## config.mk

```make
export PLATFORM = sky130hd
export DESIGN_NAME = tcdm_cache_arbiter
export DESIGN_NICKNAME = d
export VERILOG_FILES = /design/src/rtl/tcdm_cache_arb_pkg.sv /design/src/rtl/tcdm_cache_arb_idx_fifo.sv /design/src/rtl/tcdm_cache_arbiter.sv
export SDC_FILE = /design/constraint.sdc
export NUM_CORES = 1
export LEC_CHECK = 0
export CAP_MARGIN = 10
export CORE_AREA = 10 10 199 201
export CTS_CLUSTER_SIZE = 40
export DETAILED_ROUTE_END_ITERATION = 16
export DIE_AREA = 0 0 209 211
export PLACE_DENSITY = 0.46
export SLEW_MARGIN = 5
export SYNTH_ARGS = -nofsm -noshare
export SYNTH_HDL_FRONTEND = slang
export SYNTH_SLANG_ARGS = --single-unit
```

## constraint.sdc

```tcl
create_clock -name clk_i -period 4 [get_ports clk_i]
set_input_delay 0.6 -clock clk_i [delete_from_list [all_inputs] [get_ports clk_i]]
set_output_delay 0.6 -clock clk_i [all_outputs]
set_load 0.1 [all_outputs]
```

## src/rtl/tcdm_cache_arb_pkg.sv

```systemverilog
`default_nettype none
// ============================================================================
// Module      : tcdm_cache_arb_pkg
// Description : Shared types, constants and helpers for the TCDM-to-cache
//               arbiter. Default type widths match the default configuration
//               (4 masters, 2 outstanding requests).
// Revision    : 1.0 - initial release
// ============================================================================
package tcdm_cache_arb_pkg;

    localparam int unsigned PERF_CNT_WIDTH      = 32;
    localparam int unsigned DEF_NR_MASTER_PORTS = 4;
    localparam int unsigned DEF_MAX_OUTSTANDING = 2;
    localparam int unsigned DEF_IDX_WIDTH       = (DEF_NR_MASTER_PORTS > 1) ? $clog2(DEF_NR_MASTER_PORTS) : 1;
    localparam int unsigned DEF_CNT_WIDTH       = $clog2(DEF_MAX_OUTSTANDING + 1);

    typedef logic [DEF_IDX_WIDTH-1:0] idx_t;
    typedef logic [DEF_CNT_WIDTH-1:0] cnt_t;

    // Index width for n entries; never narrower than one bit.
    function automatic int unsigned idx_width(input int unsigned n);
        return (n > 1) ? $clog2(n) : 1;
    endfunction

    // Round-robin successor of idx among n channels.
    function automatic int unsigned rr_next(input int unsigned idx, input int unsigned n);
        return (idx + 1 >= n) ? 0 : idx + 1;
    endfunction

endpackage
`default_nettype wire

```

## src/rtl/tcdm_cache_arb_idx_fifo.sv

```systemverilog
`default_nettype none
// ============================================================================
// Module      : tcdm_cache_arb_idx_fifo
// Description : Small synchronous FIFO holding the master index of every
//               in-flight request, so responses can be routed in order.
//               Push while full and pop while empty are ignored.
// Revision    : 1.0 - initial release
// ============================================================================
module tcdm_cache_arb_idx_fifo
    import tcdm_cache_arb_pkg::*;
#(
    parameter int unsigned DEPTH  = 2,
    parameter int unsigned DATA_W = 2
) (
    input  logic                         clk_i,
    input  logic                         rst_ni,
    input  logic                         push_i,
    input  logic [DATA_W-1:0]            data_i,
    input  logic                         pop_i,
    output logic [DATA_W-1:0]            data_o,
    output logic                         full_o,
    output logic                         empty_o,
    output logic [$clog2(DEPTH+1)-1:0]   usage_o
);

    localparam int unsigned PTR_W = idx_width(DEPTH);
    localparam int unsigned CNT_W = $clog2(DEPTH + 1);

    logic [DATA_W-1:0] r_mem [DEPTH];
    logic [PTR_W-1:0]  r_wr_ptr;
    logic [PTR_W-1:0]  r_rd_ptr;
    logic [CNT_W-1:0]  r_usage;
    logic              w_do_push;
    logic              w_do_pop;

    assign full_o    = (r_usage == CNT_W'(DEPTH));
    assign empty_o   = (r_usage == '0);
    assign usage_o   = r_usage;
    assign data_o    = r_mem[r_rd_ptr];
    assign w_do_push = push_i && !full_o;
    assign w_do_pop  = pop_i && !empty_o;

    // Storage write; contents need no reset because occupancy gates reads.
    always_ff @(posedge clk_i) begin
        if (w_do_push) begin
            r_mem[r_wr_ptr] <= data_i;
        end
    end

    // Pointers and occupancy; simultaneous push and pop leave usage unchanged.
    always_ff @(posedge clk_i) begin
        if (!rst_ni) begin
            r_wr_ptr <= '0;
            r_rd_ptr <= '0;
            r_usage  <= '0;
        end else begin
            if (w_do_push) begin
                r_wr_ptr <= (r_wr_ptr == PTR_W'(DEPTH - 1)) ? '0 : r_wr_ptr + PTR_W'(1);
            end
            if (w_do_pop) begin
                r_rd_ptr <= (r_rd_ptr == PTR_W'(DEPTH - 1)) ? '0 : r_rd_ptr + PTR_W'(1);
            end
            if (w_do_push && !w_do_pop) begin
                r_usage <= r_usage + CNT_W'(1);
            end else if (w_do_pop && !w_do_push) begin
                r_usage <= r_usage - CNT_W'(1);
            end
        end
    end

endmodule
`default_nettype wire

```

## src/rtl/tcdm_cache_arbiter.sv

```systemverilog
`default_nettype none
// ============================================================================
// Module      : tcdm_cache_arbiter
// Description : N-to-1 round-robin front-end between TCDM masters and one
//               data-cache core port. The winner is locked while the cache
//               stalls, and an in-order index FIFO routes responses back.
//               Optional per-master stall counters: TCDM_CACHE_ARB_PERF_EN.
// Revision    : 1.0 - initial release
// ============================================================================
module tcdm_cache_arbiter
    import tcdm_cache_arb_pkg::*;
#(
    parameter int unsigned NR_MASTER_PORTS = 4,
    parameter int unsigned ADDR_WIDTH      = 32,
    parameter int unsigned DATA_WIDTH      = 32,
    parameter int unsigned MAX_OUTSTANDING = 2
) (
    input  logic                                      clk_i,
    input  logic                                      rst_ni,
    input  logic [NR_MASTER_PORTS-1:0]                mst_req_i,
    output logic [NR_MASTER_PORTS-1:0]                mst_gnt_o,
    input  logic [NR_MASTER_PORTS-1:0]                mst_we_i,
    input  logic [NR_MASTER_PORTS*DATA_WIDTH/8-1:0]   mst_be_i,
    input  logic [NR_MASTER_PORTS*ADDR_WIDTH-1:0]     mst_addr_i,
    input  logic [NR_MASTER_PORTS*DATA_WIDTH-1:0]     mst_wdata_i,
    output logic [NR_MASTER_PORTS-1:0]                mst_rvalid_o,
    output logic [NR_MASTER_PORTS*DATA_WIDTH-1:0]     mst_rdata_o,
    output logic [NR_MASTER_PORTS-1:0]                mst_err_o,
    output logic                                      cache_req_o,
    input  logic                                      cache_gnt_i,
    output logic                                      cache_we_o,
    output logic [DATA_WIDTH/8-1:0]                   cache_be_o,
    output logic [ADDR_WIDTH-1:0]                     cache_addr_o,
    output logic [DATA_WIDTH-1:0]                     cache_wdata_o,
    input  logic                                      cache_rvalid_i,
    input  logic [DATA_WIDTH-1:0]                     cache_rdata_i,
    input  logic                                      cache_err_i,
    output logic [$clog2(MAX_OUTSTANDING+1)-1:0]      outstanding_o
`ifdef TCDM_CACHE_ARB_PERF_EN
    ,
    input  logic                                      perf_clear_i,
    output logic [NR_MASTER_PORTS*PERF_CNT_WIDTH-1:0] perf_stall_cnt_o
`endif
);

    localparam int unsigned IDX_W = idx_width(NR_MASTER_PORTS);
    localparam int unsigned BE_W  = DATA_WIDTH / 8;

    typedef logic [IDX_W-1:0] sel_t;

    sel_t r_rr_ptr;
    logic r_locked;
    sel_t r_lock_idx;
    sel_t w_rr_winner;
    logic w_rr_found;
    logic w_lock_hit;
    sel_t w_sel;
    logic w_valid;
    logic w_cache_req;
    logic w_handshake;
    logic w_fifo_full;
    logic w_fifo_empty;
    sel_t w_fifo_head;
    logic w_resp_valid;

    // Round-robin search: first requester at or after the pointer, wrapping;
    // a locked winner that still requests overrides the search.
    always_comb begin
        w_rr_found  = 1'b0;
        w_rr_winner = '0;
        w_lock_hit  = 1'b0;
        for (int k = 0; k < int'(NR_MASTER_PORTS); k++) begin
            for (int i = 0; i < int'(NR_MASTER_PORTS); i++) begin
                if (!w_rr_found && mst_req_i[i] &&
                    (i == ((int'(r_rr_ptr) + k) % int'(NR_MASTER_PORTS)))) begin
                    w_rr_found  = 1'b1;
                    w_rr_winner = sel_t'(i);
                end
            end
        end
        for (int i = 0; i < int'(NR_MASTER_PORTS); i++) begin
            if (r_locked && (r_lock_idx == sel_t'(i)) && mst_req_i[i]) begin
                w_lock_hit = 1'b1;
            end
        end
        w_sel   = w_lock_hit ? r_lock_idx : w_rr_winner;
        w_valid = w_lock_hit || w_rr_found;
    end

    // A full FIFO blocks new requests regardless of a same-cycle response,
    // which keeps rvalid off the request path.
    assign w_cache_req  = (|mst_req_i) && !w_fifo_full;
    assign w_handshake  = w_cache_req && cache_gnt_i;
    assign cache_req_o  = w_cache_req;
    assign w_resp_valid = cache_rvalid_i && !w_fifo_empty;

    // Payload mux from the winner; zero when nobody requests.
    always_comb begin
        cache_we_o    = 1'b0;
        cache_be_o    = '0;
        cache_addr_o  = '0;
        cache_wdata_o = '0;
        for (int i = 0; i < int'(NR_MASTER_PORTS); i++) begin
            if (w_valid && (w_sel == sel_t'(i))) begin
                cache_we_o    = mst_we_i[i];
                cache_be_o    = mst_be_i[i*BE_W +: BE_W];
                cache_addr_o  = mst_addr_i[i*ADDR_WIDTH +: ADDR_WIDTH];
                cache_wdata_o = mst_wdata_i[i*DATA_WIDTH +: DATA_WIDTH];
            end
        end
    end

    // Per-master grant and response steering.
    always_comb begin
        mst_gnt_o    = '0;
        mst_rvalid_o = '0;
        for (int i = 0; i < int'(NR_MASTER_PORTS); i++) begin
            mst_gnt_o[i]    = w_handshake && w_valid && (w_sel == sel_t'(i));
            mst_rvalid_o[i] = w_resp_valid && (w_fifo_head == sel_t'(i));
        end
    end

    // Response data and error are shared by all masters; dropped responses
    // do not leak onto the outputs.
    assign mst_rdata_o = w_resp_valid ? {NR_MASTER_PORTS{cache_rdata_i}} : '0;
    assign mst_err_o   = {NR_MASTER_PORTS{w_resp_valid && cache_err_i}};

    // Pointer advance on handshake; lock the winner while the cache stalls.
    always_ff @(posedge clk_i) begin
        if (!rst_ni) begin
            r_rr_ptr   <= '0;
            r_locked   <= 1'b0;
            r_lock_idx <= '0;
        end else if (w_handshake) begin
            r_rr_ptr <= sel_t'(rr_next(32'(w_sel), NR_MASTER_PORTS));
            r_locked <= 1'b0;
        end else if (w_cache_req) begin
            r_locked   <= 1'b1;
            r_lock_idx <= w_sel;
        end
    end

    tcdm_cache_arb_idx_fifo #(
        .DEPTH  (MAX_OUTSTANDING),
        .DATA_W (IDX_W)
    ) u_idx_fifo (
        .clk_i   (clk_i),
        .rst_ni  (rst_ni),
        .push_i  (w_handshake),
        .data_i  (w_sel),
        .pop_i   (cache_rvalid_i),
        .data_o  (w_fifo_head),
        .full_o  (w_fifo_full),
        .empty_o (w_fifo_empty),
        .usage_o (outstanding_o)
    );

`ifdef TCDM_CACHE_ARB_PERF_EN
    generate
        for (genvar g = 0; g < int'(NR_MASTER_PORTS); g++) begin : g_perf_cnt
            logic [PERF_CNT_WIDTH-1:0] r_stall_cnt;

            // Saturating stall counter; clear wins over increment.
            always_ff @(posedge clk_i) begin
                if (!rst_ni) begin
                    r_stall_cnt <= '0;
                end else if (perf_clear_i) begin
                    r_stall_cnt <= '0;
                end else if (mst_req_i[g] && !mst_gnt_o[g] && (r_stall_cnt != '1)) begin
                    r_stall_cnt <= r_stall_cnt + PERF_CNT_WIDTH'(1);
                end
            end

            assign perf_stall_cnt_o[g*PERF_CNT_WIDTH +: PERF_CNT_WIDTH] = r_stall_cnt;
        end
    endgenerate
`endif

endmodule
`default_nettype wire

```

==> results.py, run 1 <==
metrics = {
    "placed_design": {
        "place.gp.congestion": 0.8221,
        "portBuffers": 528,
        "pre_cts_ws_ns": -0.3399,
        "placed_cell_area_um2": 11050,
        "dpl.hpwl_um": 27730,
    },
    "global_route": {
        "grt_pass1_wl_um": 47180,
        "first_global_vias": 6989,
        "grt_max_degree": 56,
        "track_usage_pct": 13.92,
        "antenna_found_initial": 3,
        "grt.overflow.total": 0,
    },
    "layout": {
        "layout_common_cells": "314 x clkdlybuf4s50_1, 149 x buf_4, 115 x buf_12, 74 x inv_1, 72 x nand2_1",
        "drive_above_1_share_pct": 34.46,
        "final_common_cell": "clkdlybuf4s50_1",
        "layout.nets": 1388,
        "area_growth_pct": 175.4,
        "final_area_um2": 11460,
    },
    "power_and_ir_drop": {
        "irDropWorstVdd_v": 0.0008235,
        "p_int_mw": 4.381,
        "total_power_mw": 12.05,
        "swShare_pct": 63.65,
        "p_switching_mw": 7.671,
        "combPwrFrac_pct": 96.4,
        "p_clk_share_pct": 1.6,
        "power.density_nw_per_um2": 1051,
        "p_leak_nw": 4.682,
        "seqPwrFrac_pct": 2.0,
    },
    "sta": {
        "rsz0062_at_grt": "false",
        "fmax_ghz": 0.2595,
        "slew_viol_final": 0,
        "clock_skew_ns": 0.0008696,
        "final-setup-viol-count": 0,
        "fin_setup_tns_ns": 0,
        "hold_violations": 0,
        "maxSlewHeadroom_pct": 29.24,
        "post-route-min-period_ns": 3.853,
        "tightestPinTransition_ns": 1.058,
        "timing.final.crit_share_pct": 96.33,
        "setup_slack_ns": 0.1468,
    },
    "die": {
        "core-area_um2": 35400,
        "row_count": 69,
        "die_area_um2": 44100,
        "ios": 529,
        "die_w_um": 209,
        "die_h_um": 211,
        "start_util_pct": 11.76,
    },
    "route": {
        "postRouteAntennaNets": 0,
        "vias": 6373,
        "totalWireLength_um": 33080,
        "wire_per_inst_um": 21.65,
        "drc_errors": 0,
        "drtIter0Drc": 189,
        "first_pass_iters": 4,
        "via_per_inst": 4.171,
    },
    "logic_synthesis": {
        "yosys_warnings": 0,
        "synth-seq-cells": 14,
        "async_flop_share_pct": 0,
        "syn_nets": 955,
        "synth_area_per_cell_um2": 6.576,
        "synth-main-ff-cell": "dfxtp_1",
        "syn_inst": 633,
        "ys_types": 44,
        "syn_area_um2": 4163,
        "synth.area.top_cells": "buf_4 18%, a211o_1 15%, a221oi_1 14%",
        "synth-seq-area-share_pct": 7.695,
        "synth_largest_area_cell": "buf_4",
        "synth_enable_flop_cells": 4,
        "synth_top_cell_area_share_pct": 18.39,
    },
    "clocking": {
        "ctsHoldBuffers": 0,
        "cts_buffers": 3,
        "clk_path_buf_depth": 2,
        "cts_tree": "yes",
        "cts.sinks": 14,
        "path_clk_slew_ns": 0.04,
        "cts_root_buffer": "clkbuf_16",
        "clk-insertion-delay-late_ns": 0.24,
        "h-tree-depth": 1,
    },
    "critical_path": {
        "crit_path_start_kind": "input pin",
        "cp.arrival_ns": 3.25,
        "path_class": "in2out",
        "critPathCaptureType": "output pin",
        "crit_required_ns": 3.40,
        "crit_fanout": 17,
    },
    "run": {
        "cap_violations": 0,
    },
    "status": {
        "status": "completed",
    },
    "hold_path": {
        "hold_path_class": "reg2reg",
    },
}
==> layer usage <==
metal / wire length (um) / vias to the layer above / GRT usage, %
met5: 0 / - / 0
met4: 280 / 0 / 1.588
met3: 3718 / 15 / 6.180
met2: 18350 / 342 / 28.00
met1: 10730 / 2990 / 12.85
li1: - / 3026 / -
==> worst paths after layout <==
| path | depth (start not counted) | slack (ns) | startpoint | end |
|---|---|---|---|---|
| worst min-delay path | 2 | 0.58 | u_idx_fifo.usage_o[1]$_SDFFE_PN0P_ | u_idx_fifo.usage_o[1]$_SDFFE_PN0P_ |
| worst min register to register | 2 | 0.58 | u_idx_fifo.usage_o[1]$_SDFFE_PN0P_ | u_idx_fifo.usage_o[1]$_SDFFE_PN0P_ |
| worst max-delay path | 14 | 0.15 | mst_req_i[3] | cache_be_o[2] |
| worst max register to register | 6 | 1.72 | u_idx_fifo.usage_o[0]$_SDFFE_PN0P_ | u_idx_fifo.usage_o[1]$_SDFFE_PN0P_ |
==> flip-flops by register name, indices dropped and copies added, names as in the netlist, named ones only <==
signal	count
r_locked	1
u_idx_fifo.usage_o	2
u_idx_fifo.r_wr_ptr	1
u_idx_fifo.r_mem	4
u_idx_fifo.r_rd_ptr	1
r_lock_idx	2
r_rr_ptr	2
==> critical path, cell delays in order <==
cell	delay [ns]
buf_2	0.15
nor4b_2	0.17
a32oi_2	0.29
buf_4	0.17
a41oi_2	0.13
buf_4	0.18
ha_4	0.18
buf_12	0.13
bufbuf_16	0.29
and3b_1	0.26
a211oi_1	0.05
a211o_1	0.26
a21oi_4	0.17
buf_12	0.19
==> cells by family (layout without fill, tap and decap cells) <==
group | Yosys count | after routing | synth area share, %
other | 0 | 2 | 0
buffers and inverters | 233 | 665 | 30.42
AO/OA/AOI/OAI | 228 | 228 | 41.09
adder cells (fa/ha/maj) | 5 | 5 | 1.503
XOR/XNOR | 3 | 3 | 0.6313
flip-flops | 14 | 14 | 7.695
multiplexers | 4 | 4 | 1.022
AND/OR/NAND/NOR | 146 | 146 | 17.64
==> cell usage after synthesis, types with 2 or more instances <==
cell / count
a211o_1: 70
a21oi_1: 72
a221oi_1: 68
a32oi_1: 2
and2_1: 41
buf_2: 7
buf_4: 102
clkbuf_1: 49
dfxtp_1: 10
edfxtp_1: 4
ha_1: 5
inv_1: 75
mux2_2: 2
mux2i_1: 2
nand2_1: 72
nand3_1: 3
nand3b_1: 2
nor2_1: 9
nor2b_1: 5
nor3_1: 2
nor3b_1: 3
o21a_1: 2
o21ai_0: 3
or3_1: 2
xnor2_1: 2
==> metrics by stage <==
stage               hold WS, ns  cells  utilization, %
floorplan                0.5151    633               -
global placement         0.5570   1508           31.22
detailed placement       0.5791   1508           31.22
CTS                      0.5950   1527           32.38
global route             0.6172   1527           32.38
finish                   0.5761   1528           32.39
==> power groups by stage <==
stage                     clock network (mW)  logic (mW)  registers, mW
after floorplan                            0        7.78          0.280
after global placement                     0        11.4          0.240
after detailed placement                   0        11.4          0.242
after CTS                              0.193        11.8          0.242
after global routing                   0.203        12.0          0.250
final                                  0.191        11.6          0.244
==> cell type report <==
type / instances / area, um^2
clock buffers: 4 / 78.83
fillers: 3661 / 23930
repair buffers: 586 / 6688
inverters: 75 / 281.5
well taps: 461 / 576.8
flip-flops and latches: 14 / 321.6
diodes: 2 / 5.005
multi-input cells: 386 / 3512
==> timing repair <==
action | CTS | global route
cloned | 3 | 0
pin swaps | 13 | 4
buffers inserted | 12 | 0
endpoints found under the setup margin | 69 | 65
gates resized for setup | 26 | 14
No activity file was read; power rests on OpenSTA's default activity.
==> run 2: changes to the inputs <==
- CAP_MARGIN: 10 -> default
- GPL_ROUTABILITY_DRIVEN: default -> 0
==> results of run 2 <==
No change in the layout: final DEF, timing and power equal those of run 1.
